### src/rtl/output_port_pkg.sv
// Shared types and constants for the output_port block (value-to-BCD display driver).
// Optional feature macro: OUTPUT_ACK_EN (hold halt until the ack button is pressed).
package output_port_pkg;

   // Controller states
   typedef enum logic [1:0] {
      ST_IDLE     = 2'd0,
      ST_CONVERT  = 2'd1,
      ST_WAIT_ACK = 2'd2
   } state_e;

   // Default geometry: 10 internal BCD digits cover the full 32-bit unsigned range
   localparam int OP_DATA_WIDTH = 32;
   localparam int OP_NUM_DIGITS = 4;
   localparam int OP_BCD_DIGITS = 10;

   // Double-dabble nibble correction: any nibble >= 5 gets +3 before the shift
   localparam logic [3:0] NIBBLE_ADJ_THRESH = 4'd5;
   localparam logic [3:0] NIBBLE_ADJ        = 4'd3;

   // Width of a down-counter that must hold the value w
   function automatic int cnt_width(input int w);
      return $clog2(w + 1);
   endfunction

   localparam int OP_CNT_W = cnt_width(OP_DATA_WIDTH);

endpackage

### src/rtl/output_port_bcd_shift_step.sv
// One double-dabble iteration: add-3 correction on every BCD nibble, then shift the
// BCD register left by one, pulling in the next binary MSB at bit 0.
module bcd_shift_step
   import output_port_pkg::*;
#(
   parameter int BCD_DIGITS = OP_BCD_DIGITS
) (
   input  logic [4*BCD_DIGITS-1:0] bcd_in,
   input  logic                    msb_in,
   output logic [4*BCD_DIGITS-1:0] bcd_out
);

   logic [4*BCD_DIGITS-1:0] adj_s;

   // Correct each nibble, then shift the corrected value left with the binary MSB appended
   always_comb begin
      adj_s = bcd_in;
      for (int i = 0; i < BCD_DIGITS; i++) begin
         if (bcd_in[4*i +: 4] >= NIBBLE_ADJ_THRESH) begin
            adj_s[4*i +: 4] = bcd_in[4*i +: 4] + NIBBLE_ADJ;
         end else begin
            adj_s[4*i +: 4] = bcd_in[4*i +: 4];
         end
      end
      bcd_out = (adj_s << 1) | {{(4*BCD_DIGITS-1){1'b0}}, msb_in};
   end

endmodule

### src/rtl/output_port.sv
// output_port: accepts one write per OUT instruction, converts the value to BCD by
// sequential double-dabble (one bit per clock) while holding the CPU halted, then
// updates the four display digits and the overflow flag together.
// Optional feature macro: OUTPUT_ACK_EN -- after conversion, stay halted until a
// rising edge of the debounced button.
module output_port
   import output_port_pkg::*;
#(
   parameter int DATA_WIDTH = OP_DATA_WIDTH,
   parameter int NUM_DIGITS = OP_NUM_DIGITS,
   parameter int BCD_DIGITS = OP_BCD_DIGITS
) (
   input  logic                  clock,
   input  logic                  reseta,
   input  logic                  write_strobe,
   input  logic [DATA_WIDTH-1:0] value,
   input  logic                  button,
   output logic                  halt_from_output,
   output logic [3:0]            digit0,
   output logic [3:0]            digit1,
   output logic [3:0]            digit2,
   output logic [3:0]            digit3,
   output logic                  overflow
);

   localparam int               CNT_W    = cnt_width(DATA_WIDTH);
   localparam logic [CNT_W-1:0] CNT_LOAD = CNT_W'(DATA_WIDTH);
   localparam logic [CNT_W-1:0] CNT_LAST = CNT_W'(1);

   state_e                  state_q, state_d;
   logic [DATA_WIDTH-1:0]   shift_q, shift_d;
   logic [4*BCD_DIGITS-1:0] bcd_q, bcd_d;
   logic [CNT_W-1:0]        cnt_q, cnt_d;
   logic [4*NUM_DIGITS-1:0] disp_q, disp_d;
   logic                    ovf_q, ovf_d;
   logic                    halt_q, halt_d;
   logic [4*BCD_DIGITS-1:0] bcd_next_s;
   logic                    btn_rise_s;

   bcd_shift_step #(
      .BCD_DIGITS (BCD_DIGITS)
   ) u_step (
      .bcd_in  (bcd_q),
      .msb_in  (shift_q[DATA_WIDTH-1]),
      .bcd_out (bcd_next_s)
   );

`ifdef OUTPUT_ACK_EN
   logic button_q, button_d;

   assign button_d   = button;
   assign btn_rise_s = button & ~button_q;

   // Registered copy of the button level for rising-edge detection
   always_ff @(posedge clock) begin
      if (!reseta) begin
         button_q <= 1'b0;
      end else begin
         button_q <= button_d;
      end
   end
`else
   logic unused_button_s;

   assign unused_button_s = button;
   assign btn_rise_s      = 1'b0;
`endif

   // Next-state logic: accept a write in IDLE, run one double-dabble step per clock,
   // and publish digits/overflow in one shot on the final step
   always_comb begin
      state_d = state_q;
      shift_d = shift_q;
      bcd_d   = bcd_q;
      cnt_d   = cnt_q;
      disp_d  = disp_q;
      ovf_d   = ovf_q;
      halt_d  = halt_q;
      case (state_q)
         ST_IDLE: begin
            if (write_strobe) begin
               shift_d = value;
               bcd_d   = {(4*BCD_DIGITS){1'b0}};
               cnt_d   = CNT_LOAD;
               state_d = ST_CONVERT;
               halt_d  = 1'b1;
            end else begin
               state_d = ST_IDLE;
               halt_d  = 1'b0;
            end
         end
         ST_CONVERT: begin
            shift_d = {shift_q[DATA_WIDTH-2:0], 1'b0};
            bcd_d   = bcd_next_s;
            cnt_d   = cnt_q - CNT_LAST;
            if (cnt_q == CNT_LAST) begin
               // Low nibbles go to the display; any nonzero higher nibble means overflow
               disp_d = bcd_next_s[4*NUM_DIGITS-1:0];
               ovf_d  = |bcd_next_s[4*BCD_DIGITS-1:4*NUM_DIGITS];
`ifdef OUTPUT_ACK_EN
               state_d = ST_WAIT_ACK;
               halt_d  = 1'b1;
`else
               state_d = ST_IDLE;
               halt_d  = 1'b0;
`endif
            end else begin
               state_d = ST_CONVERT;
               halt_d  = 1'b1;
            end
         end
         ST_WAIT_ACK: begin
            // Only a fresh press releases; a held level cannot release twice
            if (btn_rise_s) begin
               state_d = ST_IDLE;
               halt_d  = 1'b0;
            end else begin
               state_d = ST_WAIT_ACK;
               halt_d  = 1'b1;
            end
         end
         default: begin
            state_d = ST_IDLE;
            halt_d  = 1'b0;
         end
      endcase
   end

   // State and datapath registers; reset aborts any conversion and blanks the display
   always_ff @(posedge clock) begin
      if (!reseta) begin
         state_q <= ST_IDLE;
         shift_q <= {DATA_WIDTH{1'b0}};
         bcd_q   <= {(4*BCD_DIGITS){1'b0}};
         cnt_q   <= {CNT_W{1'b0}};
         disp_q  <= {(4*NUM_DIGITS){1'b0}};
         ovf_q   <= 1'b0;
         halt_q  <= 1'b0;
      end else begin
         state_q <= state_d;
         shift_q <= shift_d;
         bcd_q   <= bcd_d;
         cnt_q   <= cnt_d;
         disp_q  <= disp_d;
         ovf_q   <= ovf_d;
         halt_q  <= halt_d;
      end
   end

   assign halt_from_output = halt_q;
   assign overflow         = ovf_q;
   assign digit0           = disp_q[3:0];
   assign digit1           = disp_q[7:4];
   assign digit2           = disp_q[11:8];
   assign digit3           = disp_q[15:12];

endmodule

### config.mk
export PLATFORM = sky130hd
export DESIGN_NAME = output_port
export DESIGN_NICKNAME = d
export VERILOG_FILES = /design/src/rtl/output_port_pkg.sv /design/src/rtl/output_port_bcd_shift_step.sv /design/src/rtl/output_port.sv
export SDC_FILE = /design/constraint.sdc
export NUM_CORES = 1
export LEC_CHECK = 0
export ABC_AREA = 1
export CORE_MARGIN = 2
export CORE_UTILIZATION = 35
export DETAILED_ROUTE_END_ITERATION = 10
export HOLD_SLACK_MARGIN = 0.12
export SYNTH_ARGS = -nofsm -noshare
export SYNTH_HDL_FRONTEND = slang
export SYNTH_SLANG_ARGS = --single-unit
### constraint.sdc
create_clock -name clock -period 2.15 [get_ports clock]
set_input_delay 0.43 -clock clock [delete_from_list [all_inputs] [get_ports clock]]
set_output_delay 0.43 -clock clock [all_outputs]
set_load 0.05 [all_outputs]
# Word level (Yosys, flattened, before mapping)
# Cells that the tools add are included.
classes:
  reduce_logical: 5
  order_cmp: 10
  addsub: 11
  n_eq_ne: 4
  n_div: 0
  shift: 0
  n_mux: 22
  mul: 0
  n_bitwise: 1
ops:
  columns: ["op", "count"]
  rows:
  - ["case mux 40 bit (2 select lines)", 1]
  - ["case mux 32 bit (2 select lines)", 1]
  - [">= comparator 4 x 3 -> 1 bit, second input constant", 10]
  - ["two-way mux 40 bit", 1]
  - ["bitwise OR 40 x 1 -> 40 bit", 1]
  - ["adder 4 x 2 -> 4 bit, second input constant", 9]
  - ["two-way mux 4 bit", 9]
  - ["two-way mux 32 bit", 1]
  - ["OR reduction 24 bit", 1]
  - ["case mux 6 bit (2 select lines)", 1]
  - ["equality test 6 x 1 -> 1 bit, second input constant", 1]
  - ["two-way mux 6 bit", 1]
  - ["case mux 2 bit (3 select lines)", 1]
  - ["subtractor 6 x 1 -> 6 bit, second input constant", 1]
  - ["two-way mux 1 bit", 4]
  - ["AND reduction 2 bit", 2]
  - ["adder 3 x 2 -> 3 bit, second input constant", 1]
  - ["two-way mux 3 bit", 1]
  - ["case mux 1 bit (3 select lines)", 1]
  - ["equality test 2 x 1 -> 1 bit, second input constant", 1]
  - ["equality test 2 bit, second input constant", 1]
  - ["logical NOT 2 bit", 1]
  - ["!= test 2 bit, second input constant", 1]
  - ["nonzero test 2 bit", 1]
word_totals:
  mem_bits_ro: 0
  in_bits: 36
  regBits: 98
  ram_bits: 0
  latch_bits: 0
  n_memories: 0

# Depth between registers and ports, before layout
# Gate-level depths: netlist (run 1).
depth:
  ltp_word: 4
  ltp_mapped: 13
  mapped_depth_nobuf: 13

# By module
# A second synthesis (run 1) with hierarchy kept.
hier_totals:
  hier_cells: 740
  hier_area_um2: 5033.6
modules_own_cells:
  columns: ["mod", "area_per_inst_um2", "instances", "cells_each", "seq_area_each_um2"]
  rows:
  - ["output_port", 3833.7, 1, 524, 1961.9]
  - ["bcd_shift_step", 1199.9, 1, 216, 0.0]

# Worst setup path after synthesis (run 1)
# No wires, ideal clock.
synth_path:
  kind: "register to register"
  start: "reg bcd_q[32]"
  end: "reg ovf_q, in the netlist overflow"
  setup_time_ps: 118
  arrival_time_ps: 1340
  required_time_ps: 2032
  setup_slack_ps: 693
  path_stages_with_launch: 12
  n_path_buf: 0
  period_less_slack_ps: 1457
  path_cell_list: "dfxtp_1 > inv_1 > ha_1 > inv_1 > o21ai_0 > nand2_1 > nand2_1 > nand2_1 > nor2_1 > nand2_1 > nor2_1 > nor2_1"
synth_via:
  elab_chain_cells: 4
synth_lines:
  columns: ["element", "line", "source"]
  rows:
  - ["start, declared", "output_port.sv:32", "logic [4*BCD_DIGITS-1:0] bcd_q, bcd_d;"]
  - ["start signal, assigned", "output_port.sv:134", "bcd_q <= {(4*BCD_DIGITS){1'b0}};"]
  - ["adder 4 x 2 -> 4 bit or >= comparator 4 x 3 -> 1 bit (tied branches)", "output_port_bcd_shift_step.sv:20, output_port_bcd_shift_step.sv:19", null]
  - ["two-way mux 4 bit *", "output_port_bcd_shift_step.sv:19", "if (bcd_in[4*i +: 4] >= NIBBLE_ADJ_THRESH) begin"]
  - ["bitwise OR 40 x 1 -> 40 bit *", "output_port_bcd_shift_step.sv:25", "bcd_out = (adj_s << 1) | {{(4*BCD_DIGITS-1){1'b0}}, msb_in};"]
  - ["OR reduction 24 bit *", "output_port.sv:99", "ovf_d = |bcd_next_s[4*BCD_DIGITS-1:4*NUM_DIGITS];"]
  - ["end signal, assigned", "output_port.sv:145", "ovf_q <= ovf_d;"]
  - ["end, declared", "output_port.sv:35", "logic ovf_q, ovf_d;"]
# Every way passes the cells marked *; elsewhere a longest branch is shown, timed or not.
# A chain may end at the register's enable or synchronous reset.

# Worst setup path in the final report (run 1)
layout_path:
  start: "reg disp_q[4]"
  end: "out digit1[0]"
layout_lines:
  columns: ["element", "line", "source"]
  rows:
  - ["start, declared", "output_port.sv:34", "logic [4*NUM_DIGITS-1:0] disp_q, disp_d;"]
  - ["start signal, assigned", "output_port.sv:136", "disp_q <= {(4*NUM_DIGITS){1'b0}};"]
  - ["start signal, assigned", "output_port.sv:144", "disp_q <= disp_d;"]
  - ["end, declared", "output_port.sv:20", "output logic [3:0] digit1,"]
# No word-level cell between the ends.

==> reports/results.txt, run 1 <==
final net count = 821
hold path endpoint = bcd_q[25]
outcome = finished clean
RSZ-0062 raised after global routing = no
Sw Ratio = 0.244
Final Critical Period = 1930 ps
post-synthesis cell area = 4930 µm²
Post-Synthesis Cells = 717
DR pass1 iterations = 4
drt drc = 0
skew final = 10.6 ps
final hold violation count = 0
final worst path period share = 0.900
number of cell rows = 43
crit path buf inv count = 1
Placer Congestion = 0.799
crit end category = output port
Hold Buf Count CTS = 0
synth-to-layout area growth = 21.3%
Seq/Total Area, Yosys = 0.398
initial core utilization = 0.356
worst hold path type = register to register
final wirelength = 10,600 µm
Worst Path Arrival = 1500 ps
fin. max-slew vios = 0
syn_nets = 775
worst-path cell chain = clkdlybuf4s50_1
ANT nets after route = 0
DP Wirelength = 7210 µm
total of fill cells in the finished design = 1,452
root buf cell = clkbuf_16
largest net degree at the start of global routing = 38
vias per cell = 4.67
Seq pwr share = 0.460
Net Sw Power = 1.02 mW
number of setup buffers added after CTS = 0
Static Leak = 2.45 nW
f_max = 517 MHz
crit start category = register
hold wc startpoint = bcd_q[25]
first-pass GRT wire length = 18,900 µm
Skew-Pair Late Insertion Delay = 350 ps
Setup TNS Final = 0 ps
Synth warnings = 0
VDD IR max = 0.423 mV
Pwr per Cell Area = 699 nW/µm²
Finish-stage setup viols = 0
H-tree levels = 3
Finished Core Util = 0.432
clk sinks = 98
die width = 123 µm
drt wl/cell = 11.2 µm
internal reg-to-reg setup slack = 370 ps
hold path cells = 2
Combinational Power Share = 0.114
Die ar. = 15,000 µm²
CP max stage cell = clkdlybuf4s50_1
GRT Overall Usage = 0.155
grt total ovfl = 0
count of buffers from port buffering = 52
Die H = 123 µm
Syn Area/Cell = 6.87 µm²
Slew headroom = 0.658
CTS Buf Count = 9
initial antenna violation count = 0
slowest stage delay, CP = 820 ps
Core Area = 13,800 µm²
initial detailed-routing violation count = 239
Crit Path Category = register to output port
cts repair resizes = 0
CP Data Required Time = 1720 ps
number of synthesized register bits = 98
RR Endpoint = cnt_q[5]
Max Cap Violations = 0
Top Ports = 54
routed vias = 4,428
post-synth cell types = 30
FF-to-FF path depth = 7
Clk pin slew, worst setup/hold paths = 60 ps
Inserted Diodes = 0
Int Pwr = 3.16 mW
vias in the first global route = 4,210
crit-path max FO = 2
Crit path max-delay family = buffers and inverters
TritonCTS clock tree = yes
Bufs on Longest Clock Path = 2
layout cells sized above 1 = 0.0508
Least-Margin Pin Slew = 511 ps
Clk pwr share = 0.426
r2r startpoint = state_q[0]
## cells by family (layout without fill, tap and decap cells)
logic type / count (synthesis) / count (layout) / share of synthesized area
DFF: 98 / 98 / 0.398
xor gates and xnor gates: 7 / 7 / 0.0124
and+or+nand+nor: 371 / 371 / 0.313
AOI/OAI and AO/OA: 121 / 121 / 0.136
adders and majority gates: 22 / 22 / 0.0559
buffers and inverters: 98 / 149 / 0.0845
## final cells by class
cell class / count / area (µm²) / area share
multi-input combinational: 521 / 2550 / 0.427
clock buffer: 12 / 256 / 0.0429
timing repair buffer: 65 / 656 / 0.110
inverter: 68 / 255 / 0.0427
tap: 180 / 225 / 0.0377
clock inverter: 4 / 73.8 / 0.0123
sequential: 98 / 1960 / 0.328
## flip-flops by register name, summed over array words and instances, names as in the netlist
name / flops
shift_q: 32
state_q: 2
cnt_q: 6
bcd_q: 40
disp_q: 16
halt_from_output: 1
overflow: 1
## cells in the mapped netlist, drive strengths merged
master	instances	area, µm²
clkbuf	10	37.5
a22oi	2	15.0
nor2	46	213
a211oi	1	7.51
o21a	3	22.5
or2	1	6.26
xor2	7	61.3
o21ai	29	145
inv	68	255
a21oi	55	279
nor3	1	5.00
buf	20	124
o22ai	2	12.5
o311a	1	10.0
nand2	265	995
nand3	47	240
nand4	11	83.8
a31oi	25	156
dfxtp	98	1960
o21bai	3	22.5
ha	22	275
## cells in the final DEF, fill, tap and decap left out, types with 2 or more instances in the layout
master and count:
o21a_1 3, nand3_1 46, a21oi_1 54, xor2_1 7, inv_1 64, buf_4 10
nand2_1 265, inv_2 4, clkbuf_8 2, buf_12 3, nor2_8 2, dfxtp_1 98
nand4_1 10, o21bai_1 3, ha_1 22, clkbuf_16 9, nor2_1 43, a22oi_1 2
clkdlybuf4s50_1 52, o22ai_1 2, a31oi_1 25, o21ai_0 29, bufinv_16 2
## metal layers
layer / share of wire / up-vias / GRT usage
met5: 0 / - / 0
met4: 0.011 / 0 / 0.0409
met3: 0.040 / 9 / 0.0446
met2: 0.45 / 58 / 0.251
met1: 0.50 / 1959 / 0.201
li1: - / 2402 / -
## power groups by stage
stage	registers, mW	logic, mW	clock network, mW
6_report	1.92	0.477	1.78
5_1_grt	1.93	0.529	1.92
4_1_cts	1.92	0.485	1.85
3_5_place_dp	1.96	0.485	0
3_3_place_gp	1.96	0.483	0
2_1_floorplan	1.99	0.281	0
## worst max path at each step
stage | start | endpoint | slack [ps] | cells after the start
after floorplan | bcd_q[32] | overflow | 690 | 11
after global placement | write_strobe | cnt_q[3] | 230 | 7
after detailed placement | write_strobe | cnt_q[2] | 230 | 7
after CTS | disp_q[4] | digit1[0] | 190 | 1
after global routing | state_q[0] | cnt_q[5] | 140 | 7
final | disp_q[4] | digit1[0] | 220 | 1
## stage by stage
stage / setup WS [ps] / hold WS (ps) / std cells / total power [mW] / cell area [µm²]
finish: 216 / 463 / 948 / 4.18 / 5980
global route: 144 / 477 / 948 / 4.37 / 5980
CTS: 187 / 465 / 948 / 4.26 / 5980
detailed placement: 233 / 455 / 932 / 2.45 / 5650
global placement: 231 / 450 / 932 / 2.44 / 5650
floorplan: 693 / 439 / 717 / 2.27 / 4930
No activity file was read; power rests on OpenSTA's default activity.
==> run 2: changes to the inputs <==
- HOLD_SLACK_MARGIN: 0.12 -> 0.03
==> results of run 2 <==
No change in the layout: final DEF, timing and power equal those of run 1.
==> run 3: changes to the inputs <==
- clock period: 2.15 -> 2.3 ns (I/O delays scaled with it)
==> run 3 against run 2 <==
Sequential share of layout area rose by 0.20 points. Critical path depth did not move. Critical path type unchanged. First-iteration DRC count rose by 25%. Sequential cell count did not move. Total power fell by 8.3%. Final cell count fell by 0.32%. Routed wire length fell by 0.44%. Worst setup slack improved by 130 ps. Critical endpoint is now digit0[0].
==> reports/results.txt, run 3 (synthesis results as in run 1) <==
outcome = finished clean
final worst path period share = 0.852
CTS Buf Count = 9
Multi-input gate area = 2550 µm²
Finish-stage setup viols = 0
Top Ports = 54
Worst Path Arrival = 1500 ps
VDD IR max = 0.389 mV
layout cells sized above 1 = 0.0471
synth-to-layout area growth = 20.6%
placed cell count = 930
number of setup buffers added after CTS = 0
grt total ovfl = 0
drt drc = 0
Crit path max-delay family = buffers and inverters
Inserted Diodes = 0
number of cell rows = 43
vias in the first global route = 4,059
DP Wirelength = 7080 µm
routed vias = 4,484
Top Registers = bcd_q: 40 flops, shift_q: 32 flops, disp_q: 16 flops
initial core utilization = 0.356
worst-path cell chain = clkdlybuf4s50_1
Least-Margin Pin Slew = 517 ps
Bufs on Longest Clock Path = 2
Design Power = 3.83 mW
commonest non-fill, non-tap cell in the layout = nand2_1
root buf cell = clkbuf_16
cts repair resizes = 0
ANT nets after route = 0
first-pass GRT wire length = 18,400 µm
max FFs per register = 40
Hold Buf Count CTS = 0
internal reg-to-reg setup slack = 530 ps
Core Area = 13,800 µm²
GRT Overall Usage = 0.152
final wirelength = 10,600 µm
Finished Core Util = 0.430
fin. max-slew vios = 0
TritonCTS clock tree = yes
H-tree levels = 3
crit start category = register
DR pass1 iterations = 4
Crit Path Category = register to output port
Final Critical Period = 1960 ps
CP Data Required Time = 1840 ps
count of buffers from port buffering = 52
Slew headroom = 0.654
Setup TNS Final = 0 ps
Die H = 123 µm
Skew-Pair Late Insertion Delay = 350 ps
Static Leak = 2.43 nW
Pwr per Cell Area = 644 nW/µm²
Placer Congestion = 0.788
clk sinks = 98
most frequent cells in the layout = 265 x nand2_1, 98 x dfxtp_1, 64 x inv_1
CP max stage cell = clkdlybuf4s50_1
final hold violation count = 0
final net count = 819
Clk pin slew, worst setup/hold paths = 70 ps
RSZ-0062 raised after global routing = no
crit end category = output port
skew final = 5.58 ps
crit path buf inv count = 1
crit-path max FO = 2
vias per cell = 4.74
Die ar. = 15,000 µm²
f_max = 511 MHz
Seq. cell area = 1960 µm²
total of fill cells in the finished design = 1,428
Biggest register = bcd_q
Max Cap Violations = 0
fin cells = 945
largest net degree at the start of global routing = 39
initial detailed-routing violation count = 299
drt wl/cell = 11.2 µm
worst hold path type = register to register
die width = 123 µm
initial antenna violation count = 0
slowest stage delay, CP = 810 ps
==> run 3: changes by cell type in the layout (fill, tap and decap cells not counted) <==
cell / change
clkinvlp_4: +2
clkbuf_8: -2
clkinv_4: -1
buf_4: -2
==> run 3: power by group <==
part / internal [mW] / switching (mW) / leakage [nW]
clock: 0.946 / 0.650 / 0.145
sequential: 1.76 / 0.0346 / 0.796
combinational: 0.170 / 0.268 / 1.49
==> run 3: metal layers <==
metal | routed length (µm) | vias up | share of wire | track usage
met2 | 4850 | 72 | 0.46 | 0.250
li1 | - | 2403 | - | -
met1 | 5180 | 1999 | 0.49 | 0.195
met4 | 95 | 0 | 0.0090 | 0.0388
met3 | 430 | 10 | 0.041 | 0.0451
met5 | 0 | - | 0 | 0
==> run 3: final cells by class <==
class	count	share of cell area
clock buffer	10	0.0385
sequential	98	0.330
multi-input combinational	521	0.429
timing repair buffer	63	0.108
inverter	68	0.0430
tap	180	0.0379
clock inverter	5	0.0135
==> run 3: per-stage QoR <==
| step | cell area [µm²] | hold slack, ps | setup WS, ps |
|---|---|---|---|
| floorplan | 4930 | 439 | 843 |
| detailed placement | 5630 | 455 | 330 |
| global route | 5940 | 484 | 286 |
| CTS | 5940 | 466 | 305 |
| finish | 5940 | 462 | 341 |
| global placement | 5630 | 452 | 345 |
==> run 3: final timing paths <==
path                            cells past startpoint  startpoint         to
worst min-delay path                                2    cnt_q[1]   cnt_q[1]
worst max register to register                      7  state_q[0]   cnt_q[5]
worst min register to register                      2    cnt_q[1]   cnt_q[1]
worst max-delay path                                1   disp_q[0]  digit0[0]
